==> src/rtl/mem_arbiter_if.sv <==
// Requester-side (I/D) and mem_system-side signals of the memory arbiter.
// The arbiter connects through the slave modport; the environment uses master.
interface mem_arbiter_if;
    logic        i_rd;
    logic [15:0] i_addr;
    logic [15:0] i_data_out;
    logic        i_done;
    logic        i_stall;
    logic        d_rd;
    logic        d_wr;
    logic [15:0] d_addr;
    logic [15:0] d_data_in;
    logic [15:0] d_data_out;
    logic        d_done;
    logic        d_stall;
    logic [15:0] m_addr;
    logic [15:0] m_data_in;
    logic        m_rd;
    logic        m_wr;
    logic [15:0] m_data_out;
    logic        m_done;
    logic        m_err;
    logic        err;

    modport slave (
        input  i_rd, i_addr, d_rd, d_wr, d_addr, d_data_in, m_data_out, m_done, m_err,
        output i_data_out, i_done, i_stall, d_data_out, d_done, d_stall,
               m_addr, m_data_in, m_rd, m_wr, err
    );

    modport master (
        output i_rd, i_addr, d_rd, d_wr, d_addr, d_data_in, m_data_out, m_done, m_err,
        input  i_data_out, i_done, i_stall, d_data_out, d_done, d_stall,
               m_addr, m_data_in, m_rd, m_wr, err
    );
endinterface

==> src/rtl/mem_arbiter.sv <==
// Arbitrates one mem_system between instruction fetch and data ports, with
// round-robin fairness, a busy watchdog and a sticky error flag.
module mem_arbiter #(
    parameter int unsigned RR_EN   = 1,
    parameter int unsigned TIMEOUT = 64
) (
    input  logic          clk,
    input  logic          rst,
    mem_arbiter_if.slave  bus
);
    localparam int unsigned WDW = $clog2(TIMEOUT + 1);
    localparam logic [1:0] ST_IDLE   = 2'd0;
    localparam logic [1:0] ST_BUSY_I = 2'd1;
    localparam logic [1:0] ST_BUSY_D = 2'd2;

    logic [1:0]     state_q, state_d;
    logic           rr_q, rr_d;
    logic [WDW-1:0] wdog_q, wdog_d;
    logic           err_q, err_d;
    logic [15:0]    hold_addr_q, hold_addr_d;
    logic [15:0]    hold_data_q, hold_data_d;
    logic           hold_wr_q, hold_wr_d;

    logic        d_illegal, d_req, d_ok, pick_d, pick_i;
    logic        i_done_c, d_done_c, m_rd_c, m_wr_c;
    logic [15:0] m_addr_c, m_data_in_c;

    assign d_illegal = bus.d_rd & bus.d_wr;
    assign d_req     = bus.d_rd | bus.d_wr;
    assign d_ok      = bus.d_rd ^ bus.d_wr;
    // rr_q=1 hands priority to I on a tie; without round-robin D always wins
    assign pick_d    = d_ok & (~bus.i_rd | (RR_EN == 0) | ~rr_q);
    assign pick_i    = bus.i_rd & ~pick_d;

    always_comb begin
        state_d     = state_q;
        rr_d        = rr_q;
        wdog_d      = '0;
        err_d       = err_q | bus.m_err | d_illegal;
        hold_addr_d = hold_addr_q;
        hold_data_d = hold_data_q;
        hold_wr_d   = hold_wr_q;
        i_done_c    = 1'b0;
        d_done_c    = 1'b0;
        m_rd_c      = 1'b0;
        m_wr_c      = 1'b0;
        m_addr_c    = '0;
        m_data_in_c = '0;
        if (!rst) begin
            case (state_q)
                ST_IDLE: begin
                    if (pick_d) begin
                        m_addr_c    = bus.d_addr;
                        m_data_in_c = bus.d_data_in;
                        m_rd_c      = bus.d_rd;
                        m_wr_c      = bus.d_wr;
                        hold_addr_d = bus.d_addr;
                        hold_data_d = bus.d_data_in;
                        hold_wr_d   = bus.d_wr;
                        if (bus.m_done) begin
                            d_done_c = 1'b1;
                            if (RR_EN != 0) rr_d = 1'b1;
                        end else begin
                            state_d = ST_BUSY_D;
                        end
                    end else if (pick_i) begin
                        m_addr_c    = bus.i_addr;
                        m_rd_c      = 1'b1;
                        hold_addr_d = bus.i_addr;
                        hold_data_d = '0;
                        hold_wr_d   = 1'b0;
                        if (bus.m_done) begin
                            i_done_c = 1'b1;
                            if (RR_EN != 0) rr_d = 1'b0;
                        end else begin
                            state_d = ST_BUSY_I;
                        end
                    end
                end
                ST_BUSY_I, ST_BUSY_D: begin
                    m_addr_c    = hold_addr_q;
                    m_data_in_c = hold_data_q;
                    m_rd_c      = ~hold_wr_q;
                    m_wr_c      = hold_wr_q;
                    if (bus.m_done) begin
                        state_d = ST_IDLE;
                        if (state_q == ST_BUSY_D) d_done_c = 1'b1;
                        else                      i_done_c = 1'b1;
                        if (RR_EN != 0) rr_d = (state_q == ST_BUSY_D);
                    end else if (wdog_q == WDW'(TIMEOUT - 1)) begin
                        // abandon the access; owner gets no done
                        err_d   = 1'b1;
                        state_d = ST_IDLE;
                    end else begin
                        wdog_d = wdog_q + WDW'(1);
                    end
                end
                default: state_d = ST_IDLE;
            endcase
        end
    end

    always_ff @(posedge clk) begin
        if (rst) begin
            state_q     <= ST_IDLE;
            rr_q        <= 1'b0;
            wdog_q      <= '0;
            err_q       <= 1'b0;
            hold_addr_q <= '0;
            hold_data_q <= '0;
            hold_wr_q   <= 1'b0;
        end else begin
            state_q     <= state_d;
            rr_q        <= rr_d;
            wdog_q      <= wdog_d;
            err_q       <= err_d;
            hold_addr_q <= hold_addr_d;
            hold_data_q <= hold_data_d;
            hold_wr_q   <= hold_wr_d;
        end
    end

    assign bus.m_addr     = m_addr_c;
    assign bus.m_data_in  = m_data_in_c;
    assign bus.m_rd       = m_rd_c;
    assign bus.m_wr       = m_wr_c;
    assign bus.i_done     = i_done_c;
    assign bus.d_done     = d_done_c;
    assign bus.i_data_out = i_done_c ? bus.m_data_out : 16'h0000;
    assign bus.d_data_out = d_done_c ? bus.m_data_out : 16'h0000;
    assign bus.i_stall    = bus.i_rd & ~i_done_c;
    assign bus.d_stall    = d_req & ~d_done_c;
    assign bus.err        = err_q;
endmodule

==> src/flat_wrapper.sv <==
// flat-port wrapper written by rule: the top's interface ports become plain ports
module mem_arbiter_flat 
#(
    parameter int unsigned RR_EN   = 1,
    parameter int unsigned TIMEOUT = 64
)
  (clk, rst, bus_i_rd, bus_i_addr, bus_d_rd, bus_d_wr, bus_d_addr, bus_d_data_in, bus_m_data_out, bus_m_done, bus_m_err, bus_i_data_out, bus_i_done, bus_i_stall, bus_d_data_out, bus_d_done, bus_d_stall, bus_m_addr, bus_m_data_in, bus_m_rd, bus_m_wr, bus_err);
  mem_arbiter_if bus_i ();
  input  logic clk;
  input  logic rst;
  input wire logic [$bits(bus_i.i_rd)-1:0] bus_i_rd;
  input wire logic [$bits(bus_i.i_addr)-1:0] bus_i_addr;
  input wire logic [$bits(bus_i.d_rd)-1:0] bus_d_rd;
  input wire logic [$bits(bus_i.d_wr)-1:0] bus_d_wr;
  input wire logic [$bits(bus_i.d_addr)-1:0] bus_d_addr;
  input wire logic [$bits(bus_i.d_data_in)-1:0] bus_d_data_in;
  input wire logic [$bits(bus_i.m_data_out)-1:0] bus_m_data_out;
  input wire logic [$bits(bus_i.m_done)-1:0] bus_m_done;
  input wire logic [$bits(bus_i.m_err)-1:0] bus_m_err;
  output wire logic [$bits(bus_i.i_data_out)-1:0] bus_i_data_out;
  output wire logic [$bits(bus_i.i_done)-1:0] bus_i_done;
  output wire logic [$bits(bus_i.i_stall)-1:0] bus_i_stall;
  output wire logic [$bits(bus_i.d_data_out)-1:0] bus_d_data_out;
  output wire logic [$bits(bus_i.d_done)-1:0] bus_d_done;
  output wire logic [$bits(bus_i.d_stall)-1:0] bus_d_stall;
  output wire logic [$bits(bus_i.m_addr)-1:0] bus_m_addr;
  output wire logic [$bits(bus_i.m_data_in)-1:0] bus_m_data_in;
  output wire logic [$bits(bus_i.m_rd)-1:0] bus_m_rd;
  output wire logic [$bits(bus_i.m_wr)-1:0] bus_m_wr;
  output wire logic [$bits(bus_i.err)-1:0] bus_err;
  assign bus_i.i_rd = bus_i_rd;
  assign bus_i.i_addr = bus_i_addr;
  assign bus_i.d_rd = bus_d_rd;
  assign bus_i.d_wr = bus_d_wr;
  assign bus_i.d_addr = bus_d_addr;
  assign bus_i.d_data_in = bus_d_data_in;
  assign bus_i.m_data_out = bus_m_data_out;
  assign bus_i.m_done = bus_m_done;
  assign bus_i.m_err = bus_m_err;
  assign bus_i_data_out = bus_i.i_data_out;
  assign bus_i_done = bus_i.i_done;
  assign bus_i_stall = bus_i.i_stall;
  assign bus_d_data_out = bus_i.d_data_out;
  assign bus_d_done = bus_i.d_done;
  assign bus_d_stall = bus_i.d_stall;
  assign bus_m_addr = bus_i.m_addr;
  assign bus_m_data_in = bus_i.m_data_in;
  assign bus_m_rd = bus_i.m_rd;
  assign bus_m_wr = bus_i.m_wr;
  assign bus_err = bus_i.err;
  mem_arbiter #(.RR_EN(RR_EN), .TIMEOUT(TIMEOUT)) u_core (.clk(clk), .rst(rst), .bus(bus_i));
endmodule
==> config.mk <==
export PLATFORM = sky130hd
export DESIGN_NAME = mem_arbiter_flat
export DESIGN_NICKNAME = d
export VERILOG_FILES = /design/src/rtl/mem_arbiter_if.sv /design/src/rtl/mem_arbiter.sv /design/src/flat_wrapper.sv
export SDC_FILE = /design/constraint.sdc
export NUM_CORES = 1
export LEC_CHECK = 0
export CORE_AREA = 2 2 82 84
export CTS_CLUSTER_SIZE = 16
export DETAILED_ROUTE_END_ITERATION = 10
export DIE_AREA = 0 0 84 86
export MAX_ROUTING_LAYER = met4
export PLACE_DENSITY = 0.9
export SETUP_SLACK_MARGIN = 0.02
export SKIP_LAST_GASP = 1
export SLEW_MARGIN = 20
export SYNTH_ARGS = -nofsm -noshare
export SYNTH_HDL_FRONTEND = slang
export SYNTH_SLANG_ARGS = --single-unit
export TNS_END_PERCENT = 50
==> constraint.sdc <==
create_clock -name clk -period 4.5 [get_ports clk]
set_clock_uncertainty 0.05 [all_clocks]
set_input_delay 0.9 -clock clk [delete_from_list [all_inputs] [get_ports clk]]
set_output_delay 0.9 -clock clk [all_outputs]
set_load 0.03 [all_outputs]
======== Word-level counts from Yosys, hierarchy flattened ========
Index checks and enable logic that the tools add are counted.
operators by class
  add/sub/neg operators ................... 1
  equality and inequality tests ........... 10
  multiplexer cells ....................... 50
  bitwise operators ....................... 17
  reductions and logical operators ........ 8
operators by type and width
  kind                                                                    number
  16-bit two-way mux                                                      11
  16-bit case mux with 2 select lines                                     2
  1-bit two-way mux                                                       25
  2-bit two-way mux                                                       6
  3-bit != test (second input constant)                                   4
  1-bit case mux with 2 select lines                                      5
  7-bit by 1-bit adder with 7-bit output (second input constant)          1
  7-bit by 6-bit equality test with 1-bit output (second input constant)  1
  1-bit NOT                                                               7
  1-bit bitwise AND                                                       5
  5-bit AND reduction                                                     1
  1-bit OR                                                                4
  2-bit case mux with 2 select lines                                      1
  4-bit AND reduction                                                     1
  2-bit nonzero test                                                      2
  4-bit OR reduction                                                      1
  3-bit by 1-bit != test with 1-bit output (second input constant)        1
  3-bit by 2-bit != test with 1-bit output (second input constant)        1
  2-bit by 1-bit equality test with 1-bit output (second input constant)  1
  2-bit equality test (second input constant)                             1
  2-bit logical NOT                                                       1
  2-bit != test (second input constant)                                   1
  2-bit AND reduction                                                     1
  2-bit OR reduction                                                      1
  1-bit XOR                                                               1
word-level totals
  flip-flop bits (word level) ............. 44
  input bits .............................. 71
  output and inout bits ................... 71
  word-level logic and storage cells ...... 93

======== Logic depth before layout (Yosys ltp) ========
Gate-level depths: netlist of the first run.
  depth in word-level cells ............... 11
  mapped depth ............................ 8
  mapped depth without buffers ............ 6

======== Least setup slack after synthesis of the first run ========
Ideal clock, no wire load.
  path kind ............................... input-to-output
  start point ............................. in bus_d_wr
  end point ............................... out bus_d_stall
  arrival ................................. 2,574 ps
  data required time ...................... 3,550 ps
  setup slack ............................. 976 ps
  stages .................................. 7
  path buffers ............................ 1
  path through ............................ inv_1 -> ha_1 -> a21boi_2 -> buf_6 -> mux2_4 -> and2_1 -> nor2_1
on the way
  longest elaborated chain between the ends .. 7
  elaborated cells on any way between the ends .. 8
  those cells by class .................... mux: 3; bitwise: 5
ends and longest elaborated chain
  item                                line                source
  start: declaration                  flat_wrapper.sv:14  input wire logic [$bits(bus_i.d_wr)-1:0] bus_d_wr;
  1-bit XOR                           mem_arbiter.sv:30   assign d_ok = bus.d_rd ^ bus.d_wr;
  1-bit bitwise AND                   mem_arbiter.sv:32   assign pick_d = d_ok & (~bus.i_rd | (RR_EN == 0) | ~rr_q);
  1-bit two-way mux                   mem_arbiter.sv:52   if (pick_d) begin
  1-bit case mux with 2 select lines  mem_arbiter.sv:50   case (state_q)
  1-bit two-way mux                   mem_arbiter.sv:49   if (!rst) begin
  via bus_d_done                      flat_wrapper.sv:24  output wire logic [$bits(bus_i.d_done)-1:0] bus_d_done;
  1-bit NOT                           mem_arbiter.sv:132  assign bus.d_stall = d_req & ~d_done_c;
  1-bit bitwise AND                   mem_arbiter.sv:132
  end: declaration                    flat_wrapper.sv:25  output wire logic [$bits(bus_i.d_stall)-1:0] bus_d_stall;
The timed path passes the listed nets, and every way through them passes these cells.

======== Worst setup path after layout of the first run ========
  start point ............................. in bus_d_wr
  end point ............................... out bus_d_data_out[4]
on the way
  longest elaborated chain between the ends .. 6
ends and longest elaborated chain
  item                                line                source
  1-bit XOR                           mem_arbiter.sv:30
  1-bit bitwise AND                   mem_arbiter.sv:32
  1-bit two-way mux                   mem_arbiter.sv:52
  1-bit case mux with 2 select lines  mem_arbiter.sv:50
  1-bit two-way mux                   mem_arbiter.sv:49
  16-bit two-way mux                  mem_arbiter.sv:130  assign bus.d_data_out = d_done_c ? bus.m_data_out : 16'h0000;
  end: declaration                    flat_wrapper.sv:23  output wire logic [$bits(bus_i.d_data_out)-1:0] bus_d_data_out;
No other way between the ends.

==> results.sh, run 1 <==
export IMPL_viasPerCell=5.13
export IMPL_max_freq_mhz=229
export IMPL_die_h_um=86
export IMPL_synth_ff_type="dfxtp_1"
export IMPL_path_clk_slew_ps=80
export IMPL_crit_fanout=20
export IMPL_r2r_start="u_core.state_q[1]"
export IMPL_min_period_ps=4370
export IMPL_tightestPinTransition_ps=613
export IMPL_p_comb_share_pct=55.1
export IMPL_post_cts_repair_setup_buffers=0
export IMPL_status="complete, no violations"
export IMPL_initial_core_util_pct=42.6
export IMPL_wl_mm=7.92
export IMPL_p_clk_share_pct=16.7
export IMPL_dieWidth_um=84
export IMPL_p_int_uw=994
export IMPL_crit_path_max_incr_delay_ps=670
export IMPL_arrival_ps=3420
export IMPL_grt_usage_pct=21.9
export IMPL_ys_types=43
export IMPL_path_delay_family="buffers and inverters"
export IMPL_ff2ff_path_depth=7
export IMPL_yosysTopAreaCell="dfxtp_1"
export IMPL_tritoncts="done"
export IMPL_antenna_left=0
export IMPL_yosysSeqAreaShare_pct=32.9
export IMPL_grt_remaining_overflow=0
export IMPL_clk_latency_ps=280
export IMPL_ys_seq_elements=44
export IMPL_core_area_um2=6280
export IMPL_antenna_cells=0
export IMPL_power_density_nw_per_um2=427
export IMPL_wl_per_cell_um=14.1
export IMPL_startpoint_type="input port"
export IMPL_yosys_warnings=0
export IMPL_drt_initial_drc_count=145
export IMPL_critical_path_buf_inv_count=4
export IMPL_nNetsFinal=559
export IMPL_synth_net_count=430
export IMPL_worstHoldPathType="reg -> reg"
export IMPL_fin_setup_tns_ps=0
export IMPL_synth_area_per_cell_um2=7.58
export IMPL_async_reset_ff_share_pct=0
export IMPL_grt_first_pass_wirelength_mm=12.9
export IMPL_synth_edf_count=0
export IMPL_cts_max_level=2
export IMPL_cts_hold_buf=0
export IMPL_report_final_slew_viol_count=0
export IMPL_critPathMostFrequentCell="clkdlybuf4s50_1"
export IMPL_die_area_um2=7220
export IMPL_cts_inserted_buffers=5
export IMPL_p_leak_nw=1.69
export IMPL_whs_endpoint="u_core.wdog_q[0]"
export IMPL_netSwitchingFraction_pct=42.9
export IMPL_grt_pass1_vias=2840
export IMPL_yosysMostFrequentCell="nand2_1"
export IMPL_rsz0062_at_grt="false"
export IMPL_crit_path_end_kind="output pin"
export IMPL_fin_util_pct=65.0
export IMPL_seqPwrFrac_pct=28.2
export IMPL_hold_start="u_core.wdog_q[0]"
export IMPL_syn_area_um2=2680
export IMPL_cts_sinks=44
export IMPL_clockBufferDepth=2
export IMPL_globalplace_congestion=0.779
export IMPL_drive_gt1_share_pct=15.1
export IMPL_slew_headroom_pct=59.2
export IMPL_num_vias=2872
export IMPL_rows=29
export IMPL_root_buffer="clkbuf_8"
export IMPL_cp_required_ps=3550
export IMPL_ctsResizeCount=0
export IMPL_fill_cells=537
export IMPL_crit_type="in -> out"
export IMPL_drv_cap=0
export IMPL_ios=142
export IMPL_antenna_found_initial=0
export IMPL_regToRegSetupSlack_ps=2400
export IMPL_first_pass_iters=5
export IMPL_io_buffers=141
export IMPL_peakVddDrop_mv=0.256
export IMPL_hold_depth=1
export IMPL_drc=0
export IMPL_synth_top_area_share_pct=32.9
export IMPL_synthesis_instances=353
export IMPL_finalHoldViolCount=0
export IMPL_area_growth_syn_to_layout_pct=52.5
export IMPL_synth_area_top_cells="dfxtp_1 (33%), nand2_1 (13%), a21oi_1 (12%)"
export IMPL_timing_rr_end="u_core.wdog_q[3]"
export IMPL_dp_hpwl_mm=5.77
export IMPL_switchingPower_uw=747
export IMPL_cp_slowest_cell="clkdlybuf4s50_1"
export IMPL_crit_chain="clkdlybuf4s50_1, inv_1, ha_1, a21boi_2, buf_12, mux2_4, and3_1, clkdlybuf4s50_1"
export IMPL_ys_top_cells_by_count="nand2_1 (95), a21oi_1 (66), dfxtp_1 (44)"
export IMPL_finalCritPeriodShare_pct=97.0
export IMPL_setup_violations_final=0
export IMPL_grt_max_degree=41
## worst register-to-register path: cells and delay by family (launching register included)
family	cells	cell delay (ps)
fa+ha+maj	1	320
buf+inv	2	420
flops	1	370
simple gates	4	880
## metrics by stage
| stage | power, mW | hold WS (ps) | instances | setup WS (ps) | cell area [µm²] |
|---|---|---|---|---|---|
| after CTS | 1.75 | 409 | 560 | 126 | 4080 |
| after global placement | 1.43 | 383 | 552 | 244 | 3970 |
| after floorplan | 1.16 | 368 | 353 | 976 | 2680 |
| final | 1.74 | 405 | 560 | 135 | 4080 |
| after global routing | 1.85 | 429 | 560 | 42.3 | 4080 |
| after detailed placement | 1.46 | 395 | 552 | 132 | 3970 |
## flip-flops by register name (all words and copies together) (netlist names)
register,count
u_core.rr_q,1
u_core.wdog_q,7
u_core.hold_addr_q,16
u_core.state_q,2
u_core.bus.err,1
u_core.hold_data_q,16
u_core.hold_wr_q,1
## placed cells by master, fill, tap and decap left out, types with 2 or more instances in the layout
master / n
inv_1: 8
a21oi_1: 66
and2_1: 2
nand3_1: 3
a211o_1: 2
nand2_2: 8
mux2_4: 9
mux2_2: 8
buf_4: 34
ha_1: 6
clkdlybuf4s50_1: 113
nor2b_1: 2
nor2_1: 13
o21ai_0: 2
nor3b_1: 4
xnor2_1: 2
clkbuf_8: 5
nand2b_1: 2
and3_1: 32
dfxtp_1: 44
xor2_1: 2
nand2_1: 95
## layer usage
metal  share of wire [%]  GRT usage, %  up-vias
li1                    -             -     1445
met1                  42          25.5     1324
met2                  50          37.7       99
met3                 7.1          5.77        4
met4                0.45          5.87        0
met5                   0             -        -
## power by group through the flow
stage | Combinational (mW) | Sequential (mW) | Clock [mW]
after detailed placement | 0.960 | 0.499 | 0
after global routing | 1.04 | 0.500 | 0.319
after floorplan | 0.665 | 0.492 | 0
after global placement | 0.937 | 0.494 | 0
final | 0.959 | 0.491 | 0.291
after CTS | 0.962 | 0.490 | 0.300
## worst max path at each step
stage                         from                  to  depth (start not counted)
final                     bus_d_wr   bus_d_data_out[4]                          8
after CTS                 bus_d_wr   bus_d_data_out[4]                          8
after detailed placement  bus_d_wr   bus_d_data_out[4]                          8
after global routing      bus_d_rd  bus_d_data_out[10]                          8
after floorplan           bus_d_wr         bus_d_stall                          7
after global placement    bus_d_wr      bus_m_addr[12]                          9
## final cells by class
cell class	instances	area [µm²]	area share, %
clock buffer	6	72.6	1.78
inverter	9	33.8	0.828
timing repair buffer	148	1410	34.5
clock inverter	2	35.0	0.858
multi-input combinational	274	1560	38.1
sequential	44	881	21.6
tap	77	96.3	2.36
## cells by family after synthesis
family,after synthesis,synth area share [%]
AND/OR/NAND/NOR,168,29.5
AO/OA/AOI/OAI,79,16.0
flip-flops,44,32.9
buffers and inverters,35,9.07
multiplexers,17,8.42
adder cells (fa/ha/maj),6,2.80
XOR/XNOR,4,1.31
No activity file was read; power rests on OpenSTA's default activity.
==> run 2, diff against run 1 <==
HOLD_SLACK_MARGIN = 0.06   (was not set)
REMOVE_ABC_BUFFERS = 1   (was not set)
==> run 2 against run 1 <==
Wire length down 4.9%. First-iteration DRC count is 2.8% lower. Clock power shrank 16%. Cell count is the same. Utilization decreased by 1.3 points. Critical path depth grew 1. Clock-buffer cell count grew 1. Setup slack gained 130 ps. Largest cell class unchanged. Hold slack worse by 5.3 ps. Global-route usage down 1.1 points.
==> results.sh, run 2 (synthesis gave the netlist of run 1 again) <==
export IMPL_p_comb_share_pct=56.2
export IMPL_dieWidth_um=84
export IMPL_grt_first_pass_wirelength_mm=12.2
export IMPL_mostFrequentLayoutCells="nand2_1 (95), clkdlybuf4s50_1 (94), a21oi_1 (66)"
export IMPL_grt_pass1_vias=2758
export IMPL_initial_core_util_pct=42.6
export IMPL_drive_gt1_share_pct=18.8
export IMPL_cts_hold_buf=0
export IMPL_p_clk_share_pct=14.6
export IMPL_nNetsFinal=559
export IMPL_antenna_left=0
export IMPL_antenna_cells=0
export IMPL_final_common_cell="nand2_1"
export IMPL_cts_sinks=44
export IMPL_ff2ff_path_depth=7
export IMPL_slew_headroom_pct=65.5
export IMPL_ff_latch_area_um2=881
export IMPL_ios=142
export IMPL_arrival_ps=3290
export IMPL_finalHoldWorstSlack_ps=399
export IMPL_max_freq_mhz=236
export IMPL_rows=29
export IMPL_viasPerCell=5.14
export IMPL_hold_depth=1
export IMPL_ctsResizeCount=0
export IMPL_num_vias=2878
export IMPL_clockBufferDepth=2
export IMPL_globalplace_congestion=0.810
export IMPL_p_leak_nw=1.71
export IMPL_crit_type="in -> out"
export IMPL_tritoncts="done"
export IMPL_crit_fanout=19
export IMPL_grt_remaining_overflow=0
export IMPL_setup_violations_final=0
export IMPL_first_pass_iters=4
export IMPL_wl_per_cell_um=13.5
export IMPL_drt_initial_drc_count=141
export IMPL_drv_cap=0
export IMPL_regToRegSetupSlack_ps=2390
export IMPL_reg_top3="u_core.hold_addr_q (16), u_core.hold_data_q (16), u_core.wdog_q (7)"
export IMPL_grt_max_degree=41
export IMPL_fill_cells=558
export IMPL_cts_inserted_buffers=5
export IMPL_cp_required_ps=3550
export IMPL_root_buffer="clkbuf_8"
export IMPL_finalHoldViolCount=0
export IMPL_worstHoldPathType="reg -> reg"
export IMPL_multi_input_area_um2=1560
export IMPL_seqPwrFrac_pct=29.2
export IMPL_power_density_nw_per_um2=419
export IMPL_switchingPower_uw=752
export IMPL_post_cts_repair_setup_buffers=0
export IMPL_grt_usage_pct=20.9
export IMPL_drc=0
export IMPL_io_buffers=141
export IMPL_path_clk_slew_ps=80
export IMPL_cts_max_level=2
export IMPL_p_int_uw=926
export IMPL_dp_hpwl_mm=5.42
export IMPL_startpoint_type="input port"
export IMPL_core_area_um2=6280
export IMPL_tightestPinTransition_ps=517
export IMPL_status="complete, no violations"
export IMPL_min_period_ps=4240
export IMPL_netSwitchingFraction_pct=44.8
export IMPL_peakVddDrop_mv=0.221
export IMPL_finalCritPeriodShare_pct=94.2
export IMPL_die_h_um=86
export IMPL_rsz0062_at_grt="false"
export IMPL_fin_setup_tns_ps=0
export IMPL_area_growth_syn_to_layout_pct=49.4
export IMPL_crit_path_end_kind="output pin"
export IMPL_antenna_found_initial=0
export IMPL_die_area_um2=7220
export IMPL_wl_mm=7.53
export IMPL_clk_latency_ps=300
export IMPL_report_final_slew_viol_count=0
run 2: cell count changes in the layout (fill, tap and decap cells not counted):
cell | previous run | this run
clkdlybuf4s50_1 | 113 | 94
clkinv_4 | 0 | 1
clkbuf_1 | 1 | 2
bufinv_16 | 1 | 0
buf_4 | 34 | 54
buf_12 | 1 | 0
clkinv_2 | 1 | 0
run 2: worst paths after layout:
check | start | end
max | bus_d_wr | bus_m_data_in[11]
min reg2reg | u_core.wdog_q[0] | u_core.wdog_q[0]
max reg2reg | u_core.state_q[1] | u_core.state_q[0]
min | u_core.wdog_q[0] | u_core.wdog_q[0]
run 2: worst max-delay path: stages:
cell and delay, ps:
clkdlybuf4s50_1 520, inv_1 60, ha_1 360, a21boi_2 210
buf_4 310, and2_2 440, nand2_1 130, a21oi_1 170
buf_4 190
run 2: area by class of cell:
cell class	count	area share, %
sequential	44	22.0
clock buffer	7	1.91
timing repair buffer	148	33.7
inverter	9	0.845
multi-input combinational	274	38.9
tap	77	2.41
clock inverter	1	0.219
run 2: per-layer routing:
| layer | up-vias | routed length (µm) | share of wire (%) | track usage, % |
|---|---|---|---|---|
| li1 | 1446 | - | - | - |
| met1 | 1319 | 3060 | 41 | 22.4 |
| met2 | 103 | 3890 | 52 | 38.3 |
| met3 | 10 | 485 | 6.4 | 5.10 |
| met4 | 0 | 93 | 1.2 | 5.87 |
| met5 | - | 0 | 0 | - |
run 2: through the flow:
| step | instances | total power [mW] | util, % | instance area [µm²] | setup WS [ps] |
|---|---|---|---|---|---|
| after floorplan | 327 | 1.08 | - | 2470 | 542 |
| after global placement | 552 | 1.42 | 62.3 | 3910 | 359 |
| after detailed placement | 552 | 1.44 | 62.3 | 3910 | 264 |
| after CTS | 560 | 1.69 | 63.7 | 4000 | 261 |
| after global routing | 560 | 1.78 | 63.7 | 4000 | 105 |
| final | 560 | 1.68 | 63.7 | 4000 | 261 |
run 2: power groups by stage:
stage	clock, mW	sequential, mW	combinational, mW
6_report	0.244	0.490	0.943
5_1_grt	0.265	0.497	1.02
4_1_cts	0.252	0.490	0.945
3_5_place_dp	0	0.498	0.941
3_3_place_gp	0	0.494	0.922
2_1_floorplan	0	0.492	0.584
